$ cat src/rtl/sum_seq_pkg.sv
// Shared constants for the sum sequencing wrapper:
// CCR bit layout, branch condition codes, FSM states.
package sum_seq_pkg;

  localparam int C_BIT = 3;
  localparam int V_BIT = 2;
  localparam int N_BIT = 1;
  localparam int Z_BIT = 0;

  localparam logic [3:0] C_MASK = 4'b1000;
  localparam logic [3:0] V_MASK = 4'b0100;
  localparam logic [3:0] N_MASK = 4'b0010;
  localparam logic [3:0] Z_MASK = 4'b0001;

  localparam logic [2:0] COND_EQ = 3'd0;
  localparam logic [2:0] COND_NE = 3'd1;
  localparam logic [2:0] COND_CS = 3'd2;
  localparam logic [2:0] COND_CC = 3'd3;
  localparam logic [2:0] COND_MI = 3'd4;
  localparam logic [2:0] COND_PL = 3'd5;
  localparam logic [2:0] COND_VS = 3'd6;
  localparam logic [2:0] COND_VC = 3'd7;

  typedef enum logic [1:0] {
    IDLE   = 2'd0,
    SETTLE = 2'd1,
    HOLD   = 2'd2
  } state_e;

endpackage

$ cat src/rtl/sum_cond_eval.sv
// Branch condition evaluator on a C,V,N,Z CCR.
// Ports: cond_i (3b code), ccr_i (4b), res_o (1b).
module sum_cond_eval
  import sum_seq_pkg::*;
(
  input  logic [2:0] cond_i,
  input  logic [3:0] ccr_i,
  output logic       res_o
);

  logic flag;

  // Code pairs share one flag; the low bit inverts it.
  always_comb begin
    flag = 1'b0;
    unique case (cond_i[2:1])
      2'd0: flag = ccr_i[Z_BIT];
      2'd1: flag = ccr_i[C_BIT];
      2'd2: flag = ccr_i[N_BIT];
      2'd3: flag = ccr_i[V_BIT];
      default: flag = 1'b0;
    endcase
    res_o = flag ^ cond_i[0];
  end

endmodule

$ cat src/rtl/sum_seq.sv
// Sequencer around the combinational sum adder: accept, settle, capture, hold.
// Ports: in_* handshake/operands, sum_* adder side, out_* result handshake;
// ccr_err only when SUM_SEQ_CCR_CHECK_EN is defined.
module sum_seq
  import sum_seq_pkg::*;
#(
  parameter int OP_SIZE       = 4,
  parameter int SETTLE_CYCLES = 5
) (
  input  logic               clk,
  input  logic               rst_n,
  input  logic               in_valid,
  output logic               in_ready,
  input  logic [OP_SIZE-1:0] in_a,
  input  logic [OP_SIZE-1:0] in_b,
  input  logic [2:0]         in_cond,
  output logic [OP_SIZE-1:0] sum_a,
  output logic [OP_SIZE-1:0] sum_b,
  input  logic [OP_SIZE-1:0] sum_r,
  input  logic [3:0]         sum_ccr,
  output logic               out_valid,
  input  logic               out_ready,
  output logic [OP_SIZE-1:0] out_r,
  output logic [3:0]         out_ccr,
`ifdef SUM_SEQ_CCR_CHECK_EN
  output logic               ccr_err,
`endif
  output logic               out_cond
);

  state_e             state_q, state_d;
  logic [3:0]         cnt_q, cnt_d;
  logic [OP_SIZE-1:0] a_q, b_q, r_q;
  logic [2:0]         cond_q;
  logic [3:0]         ccr_q;
  logic               oc_q;
  logic               oc_d;
  logic               accept;
  logic               capture;

  always_comb begin
    state_d = state_q;
    cnt_d   = cnt_q;
    accept  = 1'b0;
    capture = 1'b0;
    unique case (state_q)
      IDLE: begin
        if (in_valid) begin
          accept  = 1'b1;
          cnt_d   = 4'(SETTLE_CYCLES - 1);
          state_d = SETTLE;
        end
      end
      SETTLE: begin
        if (cnt_q != 4'd0) begin
          cnt_d = cnt_q - 4'd1;
        end else begin
          capture = 1'b1;
          state_d = HOLD;
        end
      end
      HOLD: begin
        if (out_ready) state_d = IDLE;
      end
      default: state_d = IDLE;
    endcase
  end

  sum_cond_eval u_cond (
    .cond_i (cond_q),
    .ccr_i  (sum_ccr),
    .res_o  (oc_d)
  );

  always_ff @(posedge clk) begin
    if (!rst_n) begin
      state_q <= IDLE;
      cnt_q   <= '0;
      a_q     <= '0;
      b_q     <= '0;
      cond_q  <= '0;
      r_q     <= '0;
      ccr_q   <= '0;
      oc_q    <= 1'b0;
    end else begin
      state_q <= state_d;
      cnt_q   <= cnt_d;
      if (accept) begin
        a_q    <= in_a;
        b_q    <= in_b;
        cond_q <= in_cond;
      end
      if (capture) begin
        r_q   <= sum_r;
        ccr_q <= sum_ccr;
        oc_q  <= oc_d;
      end
    end
  end

`ifdef SUM_SEQ_CCR_CHECK_EN
  logic [OP_SIZE:0]   full;
  logic [OP_SIZE-1:0] ref_r;
  logic [3:0]         ref_ccr;
  logic               chk;
  logic               err_q;

  // Independent flag reference from the latched operands.
  always_comb begin
    full  = {1'b0, a_q} + {1'b0, b_q};
    ref_r = full[OP_SIZE-1:0];
    ref_ccr        = '0;
    ref_ccr[C_BIT] = full[OP_SIZE];
    ref_ccr[V_BIT] = (a_q[OP_SIZE-1] == b_q[OP_SIZE-1]) &&
                     (ref_r[OP_SIZE-1] != a_q[OP_SIZE-1]);
    ref_ccr[N_BIT] = ref_r[OP_SIZE-1];
    ref_ccr[Z_BIT] = (ref_r == '0);
    chk = (ref_ccr != sum_ccr) || (ref_r != sum_r);
  end

  always_ff @(posedge clk) begin
    if (!rst_n)       err_q <= 1'b0;
    else if (accept)  err_q <= 1'b0;
    else if (capture) err_q <= chk;
  end

  assign ccr_err = err_q;
`endif

  // Gated by rst_n so the handshake stays closed while reset is held.
  assign in_ready  = rst_n && (state_q == IDLE);
  assign out_valid = (state_q == HOLD);
  assign sum_a     = a_q;
  assign sum_b     = b_q;
  assign out_r     = r_q;
  assign out_ccr   = ccr_q;
  assign out_cond  = oc_q;

endmodule

$ cat config.mk
export PLATFORM = sky130hd
export DESIGN_NAME = sum_seq
export DESIGN_NICKNAME = d
export VERILOG_FILES = /design/src/rtl/sum_seq_pkg.sv /design/src/rtl/sum_cond_eval.sv /design/src/rtl/sum_seq.sv
export SDC_FILE = /design/constraint.sdc
export NUM_CORES = 1
export LEC_CHECK = 0
export CAP_MARGIN = 10
export CORE_ASPECT_RATIO = 0.5
export CORE_MARGIN = 1
export CORE_UTILIZATION = 40
export CTS_BUF_LIST = sky130_fd_sc_hd__clkbuf_8
export CTS_CLUSTER_DIAMETER = 60
export CTS_CLUSTER_SIZE = 20
export DETAILED_ROUTE_END_ITERATION = 16
export GPL_TIMING_DRIVEN = 0
export HOLD_SLACK_MARGIN = 0.03
export PLACE_DENSITY = 0.82
export SLEW_MARGIN = 20
export SYNTH_ARGS = -nofsm -noshare
export SYNTH_HDL_FRONTEND = slang
export SYNTH_SLANG_ARGS = --single-unit
$ cat constraint.sdc
create_clock -name clk -period 1.5 [get_ports clk]
set_input_delay 0.3 -clock clk [delete_from_list [all_inputs] [get_ports clk]]
set_output_delay 0.3 -clock clk [all_outputs]
set_load 0.02 [all_outputs]
==> results of run 1 <==
area by class of cell:
class	count	area (um2)	share of cell area
multi-input cells	88	559.3	0.3338
flip-flops and latches	26	528.0	0.3152
repair buffers	45	431.7	0.2577
well taps	35	43.79	0.02614
clock buffers	3	41.29	0.02465
clock inverters	1	30.03	0.01792
plain buffers	6	30.03	0.01792
inverters	3	11.26	0.006721
repair_timing:
action	4_1_cts	5_1_grt
resized for setup	36	14
setup endpoints to repair	40	23
setup buffers	1	3
pin swaps	2	0
sequential cells by signal, summed over array words and instances, names as in the netlist:
name and flops:
cnt_q 4, cond_q 3, out_ccr 4, out_cond 1, out_r 4, state_q 2
sum_a 4, sum_b 4
metrics by stage:
stage | utilization | std cells
finish | 0.7107 | 207
global route | 0.7107 | 207
CTS | 0.6810 | 204
detailed placement | 0.6460 | 200
global placement | 0.6460 | 200
floorplan | - | 124
critical path, cell delays in order, from the launching register on:
cell and delay [ns]:
dfxtp_2 0.34, or3_4 0.38, or4_4 0.52, a211oi_2 0.22
kinds of logic (layout without fill, tap and decap cells):
logic type / Yosys count / after routing
and+or+nand+nor: 46 / 46
AOI/OAI and AO/OA: 39 / 39
DFF: 26 / 26
buffers and inverters: 10 / 58
adders and majority gates: 1 / 1
xor gates and xnor gates: 1 / 1
muxes: 1 / 1
metal layers:
| layer | vias up | track usage | wire length, um |
|---|---|---|---|
| li1 | 539 | - | - |
| met1 | 494 | 0.2637 | 1284 |
| met2 | 25 | 0.3671 | 1412 |
| met3 | 4 | 0.06579 | 108 |
| met4 | 0 | 0.07075 | 32 |
| met5 | - | 0 | 0 |
Yosys cell counts:
cell type,number,area [um2]
or3b_1,2,17.52
or4_1,2,15.01
dfxtp_1,26,520.5
nand2b_1,1,6.260
o21ai_0,1,5.000
nor3_1,2,10.01
xnor2_1,1,8.760
a211oi_2,1,12.51
o21bai_1,1,7.510
nor3b_1,1,7.510
mux4_2,1,22.52
a311oi_1,2,17.52
o21a_1,1,7.510
nand2_1,22,82.58
or3_1,1,6.260
a21oi_1,22,110.1
o31ai_1,1,7.510
nand3_1,9,45.04
o21ai_1,8,40.04
nor3b_2,1,12.51
nor4bb_1,1,10.01
nor2_1,1,3.750
nor2b_1,3,18.77
ha_1,1,12.51
o211ai_1,1,7.510
inv_1,3,11.26
clkbuf_1,7,26.28
a211oi_1,1,7.510
power breakdown:
| part | internal, mW | total (mW) | switching [mW] |
|---|---|---|---|
| clock network | 0.357 | 0.578 | 0.220 |
| registers | 0.772 | 0.834 | 0.0621 |
| logic | 0.343 | 0.710 | 0.367 |
how the worst max path moves through the flow:
stage | slack [ns] | cells past startpoint | end | start
after floorplan | 0.01 | 3 | cnt_q[3] | cnt_q[2]
after global placement | -0.52 | 5 | cond_q[0] | in_valid
after detailed placement | -0.56 | 5 | sum_a[3] | in_valid
after CTS | -0.01 | 3 | cnt_q[3] | cnt_q[1]
after global routing | -0.07 | 3 | cnt_q[3] | cnt_q[1]
final | -0.04 | 3 | cnt_q[3] | cnt_q[1]
==> impl_metrics.yaml, run 1 <==
power:
  pwr_density_cell_nw_per_um2: 1267
  peakVddDrop_uv: 604.1
  power_leakage_nw: 0.6863
  power.total_mw: 2.122
critical_path:
  arrival_ns: 1.73
  worst-endpoint-required_ns: 1.69
  rrSetupSlack_ns: -0.04
  setup.worst_path.class: "reg -> reg"
  worstPathMaxFanout: 3
  r2r_end: "cnt_q[3]"
  r2r_start: "cnt_q[1]"
  start_kind: "flop"
  rr_worst_depth: 3
  cp-end-kind: "flop"
clock_network:
  ctsHoldBuffers: 0
  cts.clk_slew.worst_paths_ns: 0.09
  clock-sinks: 26
  ctsLongestPathBuffers: 2
  clk-insertion-delay-late_ns: 0.27
  numCtsBuffers: 3
  cts_max_level: 1
  tritoncts: "yes"
  root_buffer: "clkbuf_8"
cells_and_area:
  nFillCells: 191
  antenna_cells: 0
  final_cell_mix: "nand2_1, dfxtp_1, clkdlybuf4s50_1"
  drive_gt1_frac: 0.1802
  final_area_um2: 1675
  nets: 197
  syn2layout_area_growth_pct: 58.09
logic_synthesis:
  yosys.area_share.adder: 0.01181
  synthXorXnorAreaFrac: 0.008264
  synth.area.mux_share: 0.02125
  ys_warn_count: 0
  avgSynthCellArea_um2: 8.547
  synth_top_family_by_area: "simple AND/OR/NAND/NOR gates"
  synth_compound_area_frac: 0.2102
  synth_nets: 148
  synth-simple-area-share: 0.2220
  synth-seq-cells: 26
  syn_inst: 124
  syn_area_um2: 1060
  synth-seq-area-share: 0.4911
  ys_types: 28
timing:
  hold_viol: 0
  timing.final.ws_setup_ns: -0.04148
  finalMaxSlewViolations: 0
  tightestPinTransition_ns: 0.5346
  max_slew_margin: 0.6436
  fmax_ghz: 0.6487
  rsz0062_at_grt: "yes"
  period_needed_ns: 1.541
  fin_crit_sh: 1.028
  skew_ns: 0.003208
  hold_ws_ns: 0.4585
  setup_violations: 1
  setup_tns_ns: -0.04148
placed_design:
  portBuffers: 41
  post-dp-hpwl_um: 1892
  placed_area_um2: 1523
  pre_cts_slack_ns: -0.5609
  place.gp.congestion: 0.7535
global_route:
  first_global_vias: 961
  overflow: 0
  grt_max_degree: 16
  grt_first_pass_wirelength_um: 4388
  grt_usage: 0.2155
  antenna_found_initial: 0
floorplanning:
  num_rows: 12
  initial_utilization: 0.4496
  die_h_um: 38.40
  die_x_um: 74.80
  core_um2: 2357
  io_pins: 42
  die-area_um2: 2872
outcome:
  failed_checks: "negative setup slack"
  outcome: "finished with violations"
min_path:
  min_from: "sum_b[3]"
  hold_path_depth: 2
  hold_path.class: "reg -> reg"
  hold_end: "sum_b[3]"
detailed_routing:
  vias: 1062
  drt_iter0_drc: 84
  first_pass_iters: 4
  wl_per_cell_um: 13.71
  viasPerCell: 5.130
  postRouteAntennaNets: 0
  routed_wl_um: 2838
  drc: 0
job:
  cap_violations: 0
Note: power is estimated with default switching activity, not from simulation.
==> run 2: changes to the inputs <==
--- a/config.mk
+++ b/config.mk
@@ -16,6 +16,7 @@
 export GPL_TIMING_DRIVEN = 0
 export HOLD_SLACK_MARGIN = 0.03
 export PLACE_DENSITY = 0.82
+export REMOVE_ABC_BUFFERS = 1
 export SLEW_MARGIN = 20
 export SYNTH_ARGS = -nofsm -noshare
 export SYNTH_HDL_FRONTEND = slang
==> run 2 against run 1 <==
The run still ends with negative setup slack left. Combinational power fell by 3.9%. Critical path depth increased by 1. Non-clock buffer count decreased by 5. Cell count is 1.9% lower. Die area did not move. Flip-flop and latch count unchanged. Maximum frequency fell by 2.0%. Sequential share of layout area grew 0.19 points. Register-to-register slack worse by 0.03 ns. Count of clock-buffer cells in the layout stayed put. Critical endpoint unchanged. Highest routed layer unchanged.
==> impl_metrics.yaml, run 2 (synthesized netlist as in run 1, its figures left out) <==
floorplanning:
  io_pins: 42
  die_h_um: 38.40
  initial_utilization: 0.4496
  die-area_um2: 2872
  num_rows: 12
  core_um2: 2357
  die_x_um: 74.80
critical_path:
  start_kind: "flop"
  slowest_delay_ns: 0.52
  cp_slowest_cell: "or4_4"
  setup.worst_path.class: "reg -> reg"
  worst-endpoint-required_ns: 1.70
  arrival_ns: 1.77
  rr_worst_depth: 4
  worstPathMaxFanout: 2
  cp-end-kind: "flop"
  crit_path_cell_trace: "buf_4 > or3_4 > or4_4 > a211oi_2"
detailed_routing:
  drt_iter0_drc: 77
  wl_per_cell_um: 13.77
  drc: 0
  routed_wl_um: 2795
  first_pass_iters: 4
  postRouteAntennaNets: 0
  viasPerCell: 5.222
  vias: 1060
timing:
  setup_tns_ns: -0.07219
  setup_violations: 1
  hold_viol: 0
  rsz0062_at_grt: "yes"
  fmax_ghz: 0.6361
  timing.final.ws_setup_ns: -0.07219
  tightestPinTransition_ns: 0.4925
  fin_crit_sh: 1.048
  finalMaxSlewViolations: 0
  max_slew_margin: 0.6699
  skew_ns: 0.003414
  period_needed_ns: 1.572
cells_and_area:
  nFillCells: 197
  antenna_cells: 0
  post-route-util: 0.7049
  drive_gt1_frac: 0.1964
  multi_input_area_um2: 576.8
  final_common_cell: "nand2_1"
  seqCellArea_um2: 526.8
  final_cell_mix: "nand2_1, a21oi_1, dfxtp_1, clkdlybuf4s50_1, dlygate4sd2_1"
  syn2layout_area_growth_pct: 56.79
  final_area_um2: 1662
  nets: 193
power:
  power_leakage_nw: 0.6566
  peakVddDrop_uv: 537.2
  power.total_mw: 2.113
  pwr_density_cell_nw_per_um2: 1271
global_route:
  first_global_vias: 981
  antenna_found_initial: 0
  overflow: 0
  grt_usage: 0.2175
  grt_first_pass_wirelength_um: 4471
  grt_max_degree: 16
outcome:
  outcome: "finished with violations"
  failed_checks: "negative setup slack"
clock_network:
  numCtsBuffers: 3
  cts_max_level: 1
  tritoncts: "yes"
  cts.clk_slew.worst_paths_ns: 0.09
  root_buffer: "clkbuf_8"
  ctsLongestPathBuffers: 2
  clk-insertion-delay-late_ns: 0.27
  clock-sinks: 26
  ctsHoldBuffers: 0
min_path:
  hold_path_depth: 2
  hold_path.class: "in -> reg"
placed_design:
  place.gp.congestion: 0.6577
  placed_area_um2: 1500
  portBuffers: 41
  post-dp-hpwl_um: 1735
job:
  cap_violations: 0
run 2: report_power, final:
| group | total [mW] | switching (mW) | leakage, nW | internal, mW |
|---|---|---|---|---|
| Combinational | 0.682 | 0.355 | 0.406 | 0.327 |
| Clock | 0.583 | 0.226 | 0.0357 | 0.357 |
| Sequential | 0.848 | 0.0750 | 0.215 | 0.773 |
run 2: per-stage QoR:
stage / setup WS [ns] / std cells / hold slack, ns
after detailed placement: -0.8201 / 194 / 0.4498
after global routing: -0.1036 / 203 / 0.4611
after global placement: -0.9924 / 193 / 0.4414
final: -0.07219 / 203 / 0.4339
after CTS: -0.06061 / 201 / 0.4560
after floorplan: -0.1006 / 117 / 0.4175
run 2: metal layers:
layer	wire length, um	global-route usage	up-vias
met2	1336	0.3806	33
met3	142	0.06053	5
met5	0	0	-
met4	29	0.08019	0
met1	1288	0.2592	492
li1	-	-	530
run 2: repair_timing:
action                                  in CTS  in global routing
cloned                                       1                  0
pin swaps                                    2                  1
endpoints found under the hold margin        0                  0
buffers inserted                             2                  2
endpoints found under the setup margin      33                 15
gates resized for setup                     35                 12
run 2: critical path, delay by kind of cell (launching register included):
kind	cells	cell delay, ns
DFF	1	0.33
AOI/OAI and AO/OA	1	0.19
buffers and inverters	1	0.13
and+or+nand+nor	2	0.85
run 2: path summary, 6_finish.rpt:
kind | startpoint | end | slack, ns
setup reg to reg | cnt_q[0] | cnt_q[3] | -0.07
hold / removal | rst_n | state_q[1] | 0.43
hold reg to reg | sum_a[1] | sum_a[1] | 0.45
setup / recovery | cnt_q[0] | cnt_q[3] | -0.07
run 2: final cells by class:
cell class              instances  area share
multi-input cells              88      0.3471
flip-flops and latches         26      0.3170
repair buffers                 46      0.2545
well taps                      35     0.02636
clock buffers                   3     0.02485
clock inverters                 1     0.01807
inverters                       3    0.009036
repair inverters                1    0.003012
==> run 3: changes to the inputs <==
--- a/config.mk
+++ b/config.mk
@@ -7,7 +7,7 @@
 export LEC_CHECK = 0
 export CAP_MARGIN = 10
 export CORE_ASPECT_RATIO = 0.5
-export CORE_MARGIN = 1
+export CORE_MARGIN = 1.5
 export CORE_UTILIZATION = 40
 export CTS_BUF_LIST = sky130_fd_sc_hd__clkbuf_8
 export CTS_CLUSTER_DIAMETER = 60
==> run 3 against run 2 <==
Register-to-register slack better by 0.08 ns. Clock power decreased by 23%. Critical path depth down 1. Core utilization decreased by 1.3 points. Wire length shrank 4.2%. Power fell by 8.3%. Clock skew is essentially flat. Non-clock buffer count decreased by 1. The run now ends clean. Sequential share of layout area up 0.89 points.
==> impl_metrics.yaml, run 3 (synthesized netlist as in run 1, its figures left out) <==
timing:
  fmax_ghz: 0.6688
  tightestPinTransition_ns: 0.5024
  setup_violations: 0
  rsz0062_at_grt: "yes"
  skew_ns: 0.003785
  period_needed_ns: 1.495
  hold_ws_ns: 0.4512
  max_slew_margin: 0.6632
  finalMaxSlewViolations: 0
  hold_viol: 0
  fin_crit_sh: 0.9968
critical_path:
  arrival_ns: 1.69
  cp_slowest_cell: "or4_4"
  critical_path.top_delay_family: "simple AND/OR/NAND/NOR gates"
  crit_path_cell_trace: "or3_1 > or4_4 > a211oi_2"
  slowest_delay_ns: 0.52
  worst-endpoint-required_ns: 1.70
  cp-end-kind: "flop"
  start_kind: "flop"
  setup.worst_path.class: "reg -> reg"
  critPathBufInv: 0
  worstPathMaxFanout: 3
detailed_routing:
  m1WireLength_um: 1180
  viasPerCell: 5.233
  wl_met2_um: 1317
  routed_wl_um: 2679
  vias: 1057
  wl_met3_um: 149
  top_layer: "met4"
  drc: 0
  wl_per_cell_um: 13.26
  postRouteAntennaNets: 0
  first_pass_iters: 4
  drt_iter0_drc: 56
power:
  pwr-share-clk: 0.232
  p_switching_mw: 0.6261
  combPwrFrac: 0.336
  pwr-share-seq: 0.432
  peakVddDrop_uv: 732.0
  pwr_density_cell_nw_per_um2: 1187
  swShare: 0.3233
  internal-power_mw: 1.310
  power_leakage_nw: 0.6420
floorplanning:
  num_rows: 12
  initial_utilization: 0.4496
  die_x_um: 75.80
  io_pins: 42
  core_um2: 2357
  die-area_um2: 2986
  die_h_um: 39.40
min_path:
  hold_path.class: "reg -> reg"
cells_and_area:
  final_cell_mix: "nand2_1, a21oi_1, dfxtp_1, clkdlybuf4s50_1, dlygate4sd2_1"
  seqCellArea_um2: 531.8
  finalNonFillerCells: 202
  syn2layout_area_growth_pct: 53.95
  nFillCells: 196
  multi_input_area_um2: 559.3
  drive_gt1_frac: 0.1737
  nets: 192
  antenna_cells: 0
job:
  cap_violations: 0
placed_design:
  dp_cells: 194
  portBuffers: 41
  place.gp.congestion: 0.7016
  post-dp-hpwl_um: 1697
clock_network:
  clk-insertion-delay-late_ns: 0.27
  numCtsBuffers: 3
  ctsHoldBuffers: 0
  cts_max_level: 1
  cts.clk_slew.worst_paths_ns: 0.09
  tritoncts: "yes"
  ctsLongestPathBuffers: 2
  clock-sinks: 26
  root_buffer: "clkbuf_8"
global_route:
  antenna_found_initial: 0
  grt_first_pass_wirelength_um: 4312
  overflow: 0
  grt_max_degree: 15
  grt_usage: 0.2056
  first_global_vias: 952
outcome:
  outcome: "finished, final reports clean"
==> run 3: layout make-up <==
class	instances	area share
inverters	3	0.009202
multi-input cells	88	0.3428
flip-flops and latches	26	0.3259
repair buffers	45	0.2584
clock buffers	4	0.03374
repair inverters	1	0.003067
well taps	35	0.02684
==> run 3: stage by stage <==
step	worst slack, ns	instance area [um2]	setup TNS (ns)	utilization	total power, mW
floorplan	-0.1006	1033	-0.1393	-	1.175
global placement	-1.028	1488	-13.57	0.6311	1.407
detailed placement	-0.8103	1500	-4.465	0.6364	1.427
CTS	0.005147	1592	0	0.6752	1.898
global route	-0.04028	1632	-0.08008	0.6921	2.050
finish	0.004770	1632	0	0.6921	1.936
==> run 3: final timing paths <==
kind	start	endpoint	slack, ns	depth (start not counted)
max	cnt_q[1]	cnt_q[3]	0.005	3
min	sum_b[2]	sum_b[2]	0.45	2
max reg2reg	cnt_q[1]	cnt_q[3]	0.005	3
min reg2reg	sum_b[2]	sum_b[2]	0.45	2
==> run 3: worst min-delay path: stages, from the launching register on <==
cell and delay, ns:
dfxtp_1 0.31, nand2_1 0.05, a21oi_1 0.05
==> run 3: what timing repair did <==
item | 4_1_cts | 5_1_grt
hold endpoints to repair | 0 | 0
gates cloned | 1 | 0
setup buffers | 2 | 1
pin swaps | 2 | 0
setup endpoints to repair | 33 | 9
resized for setup | 37 | 9
==> run 3: power by group through the flow <==
stage                     logic [mW]  clock network, mW  registers (mW)
final                          0.650              0.449           0.837
after global routing           0.713              0.487           0.850
after CTS                      0.608              0.460           0.830
after detailed placement       0.583                  0           0.844
after global placement         0.567                  0           0.840
after floorplan                0.285                  0           0.890
==> run 3: layer usage <==
layer | global-route usage | vias up
met2 | 0.3522 | 30
met5 | 0 | -
met1 | 0.2442 | 492
met4 | 0.07143 | 0
met3 | 0.06941 | 5
li1 | - | 530
==> patch (flow settings as in run 1) <==
Set the parameter `OP_SIZE` to 8 (it was 4).
--- a/src/rtl/sum_seq.sv
+++ b/src/rtl/sum_seq.sv
@@ -5,5 +5,5 @@
   import sum_seq_pkg::*;
 #(
-  parameter int OP_SIZE       = 4,
+  parameter int OP_SIZE       = 8,
   parameter int SETTLE_CYCLES = 5
 ) (
Interface: changed (6 resized); port bits go from 42 to 66. No check against the original RTL was run, so the function may have changed too.
==> patch against run 1 <==
The flow still finishes with violations (setup timing). Via count rose by 48%. Area after synthesis rose by 40%. Cell area rose by 45%. Total power rose by 39%. Global-route usage fell by 0.60 points. Wire length rose by 57%. Die area rose by 38%. Setup slack improved by 0.018 ns. Clock power rose by 20%. Synthesized cell count rose by 44%. Sequential cell count rose by 12. Largest cell class is now registers. Largest power group unchanged.
==> patch: results (changes against run 1) <==
outcome finished with violations (unchanged); failing checks setup timing (unchanged); ratio of cells with drive above 1 in the final layout 19.84% (was 18.02%); Buffers on Ports 65 (was 41); routed vias/inst 5.178 (was 5.130); routability congestion estimate 0.7792 (was 0.7535); register area share after synthesis 51.31% (was 49.11%); DR WL/cell 14.67 um (was 13.71 um); Max FO, Critical Path 5 (was 3); leakage 0.9979 nW (was 0.6863 nW); final worst slack -0.02348 ns (was -0.04148 ns); post-place setup slack -0.7050 ns (was -0.5609 ns); Post-Syn Instances 178 (was 124); top cells by area, synth dfxtp_1, a21oi_1, nand2_1 (unchanged); final setup fails 6 (was 1); most frequent cells after synthesis dfxtp_1, nand2_1, a21oi_1 (was dfxtp_1, a21oi_1, nand2_1); skew final 0.006300 ns (was 0.003208 ns); HPWL Detailed 3007 um (was 1892 um); met3 WL 169 um (was 108 um); clk slew on worst S/H paths 0.07 ns (was 0.09 ns); first-pass GRT wire length 6196 um (was 4388 um); Worst Path Arrival 1.68 ns (was 1.73 ns); internal power 1.971 mW (was 1.472 mW); number of global-route vias before repair 1,365 (was 961); HP Start sum_b[6] (was sum_b[3]); Setup crit start cnt_q[0] (was cnt_q[1]); slew at the pin closest to its max-slew limit 0.5352 ns (was 0.5346 ns); CTS Buf Count 5 (was 3); initial DRC count 66 (was 84); gr usage total 20.95% (was 21.55%); wl on met1 1956 um (was 1284 um); largest net degree at the start of global routing 12 (was 16); FF+latch area 769.5 um^2 (was 528.0 um^2); CTS H-tree depth 2 (was 1); Via Count 1,569 (was 1,062); setup TNS -0.1151 ns (was -0.04148 ns); Placed Area 2212 um^2 (was 1523 um^2)
==> patch: changes by cell type after synthesis, sizes merged, moves of 4 or more <==
cell / delta
a21oi: +12
clkbuf: +5
dfxtp: +12
nand2: +16
nand3: +4
o21ai: +4
==> patch: per-layer routing <==
metal,up-vias,track usage (%)
met5,-,0
met4,0,5.161
met3,8,6.033
met2,40,38.14
met1,754,25.06
li1,767,-
==> patch: final timing paths <==
check                                 to  slack (ns)  depth (start not counted)
worst min-delay path            sum_b[6]        0.45                          2
worst max register to register  out_r[7]       -0.02                          6
worst max-delay path            out_r[7]       -0.02                          6
worst min register to register  sum_b[6]        0.45                          2
==> patch: kinds of logic after synthesis <==
logic type / synth area share [%]
AOI/OAI and AO/OA: 20.51
adders and majority gates: 0.8437
muxes: 1.519
DFF: 51.31
xor gates and xnor gates: 0.5908
and+or+nand+nor: 20.84
buffers and inverters: 4.387
==> patch: cell type report <==
type,count,share of cell area (%)
Buffer,12,3.287
Clock buffer,6,3.390
Inverter,4,0.7704
Multi-Input combinational cell,123,31.38
Sequential cell,38,31.59
Tap cell,51,2.619
Timing Repair Buffer,69,26.96
==> patch: critical path, stage by stage, from the launching register on <==
cell and delay, ns:
dfxtp_2 0.34, inv_2 0.08, ha_4 0.15, or3b_4 0.43, clkbuf_16 0.19, o21ai_4 0.13
a21oi_2 0.07
==> patch: power groups by stage <==
stage	sequential (mW)	clock, mW	combinational (mW)
final	1.21	0.692	1.06
after global routing	1.22	0.745	1.13
after CTS	1.19	0.691	0.892
after detailed placement	1.21	0	0.872
after global placement	1.21	0	0.852
after floorplan	1.30	0	0.413
==> patch: what timing repair did <==
action,4_1_cts,5_1_grt
setup endpoints to repair,62,25
setup buffers,2,1
pin swaps,3,8
gates cloned,0,1
resized for setup,67,25
hold buffers,0,0
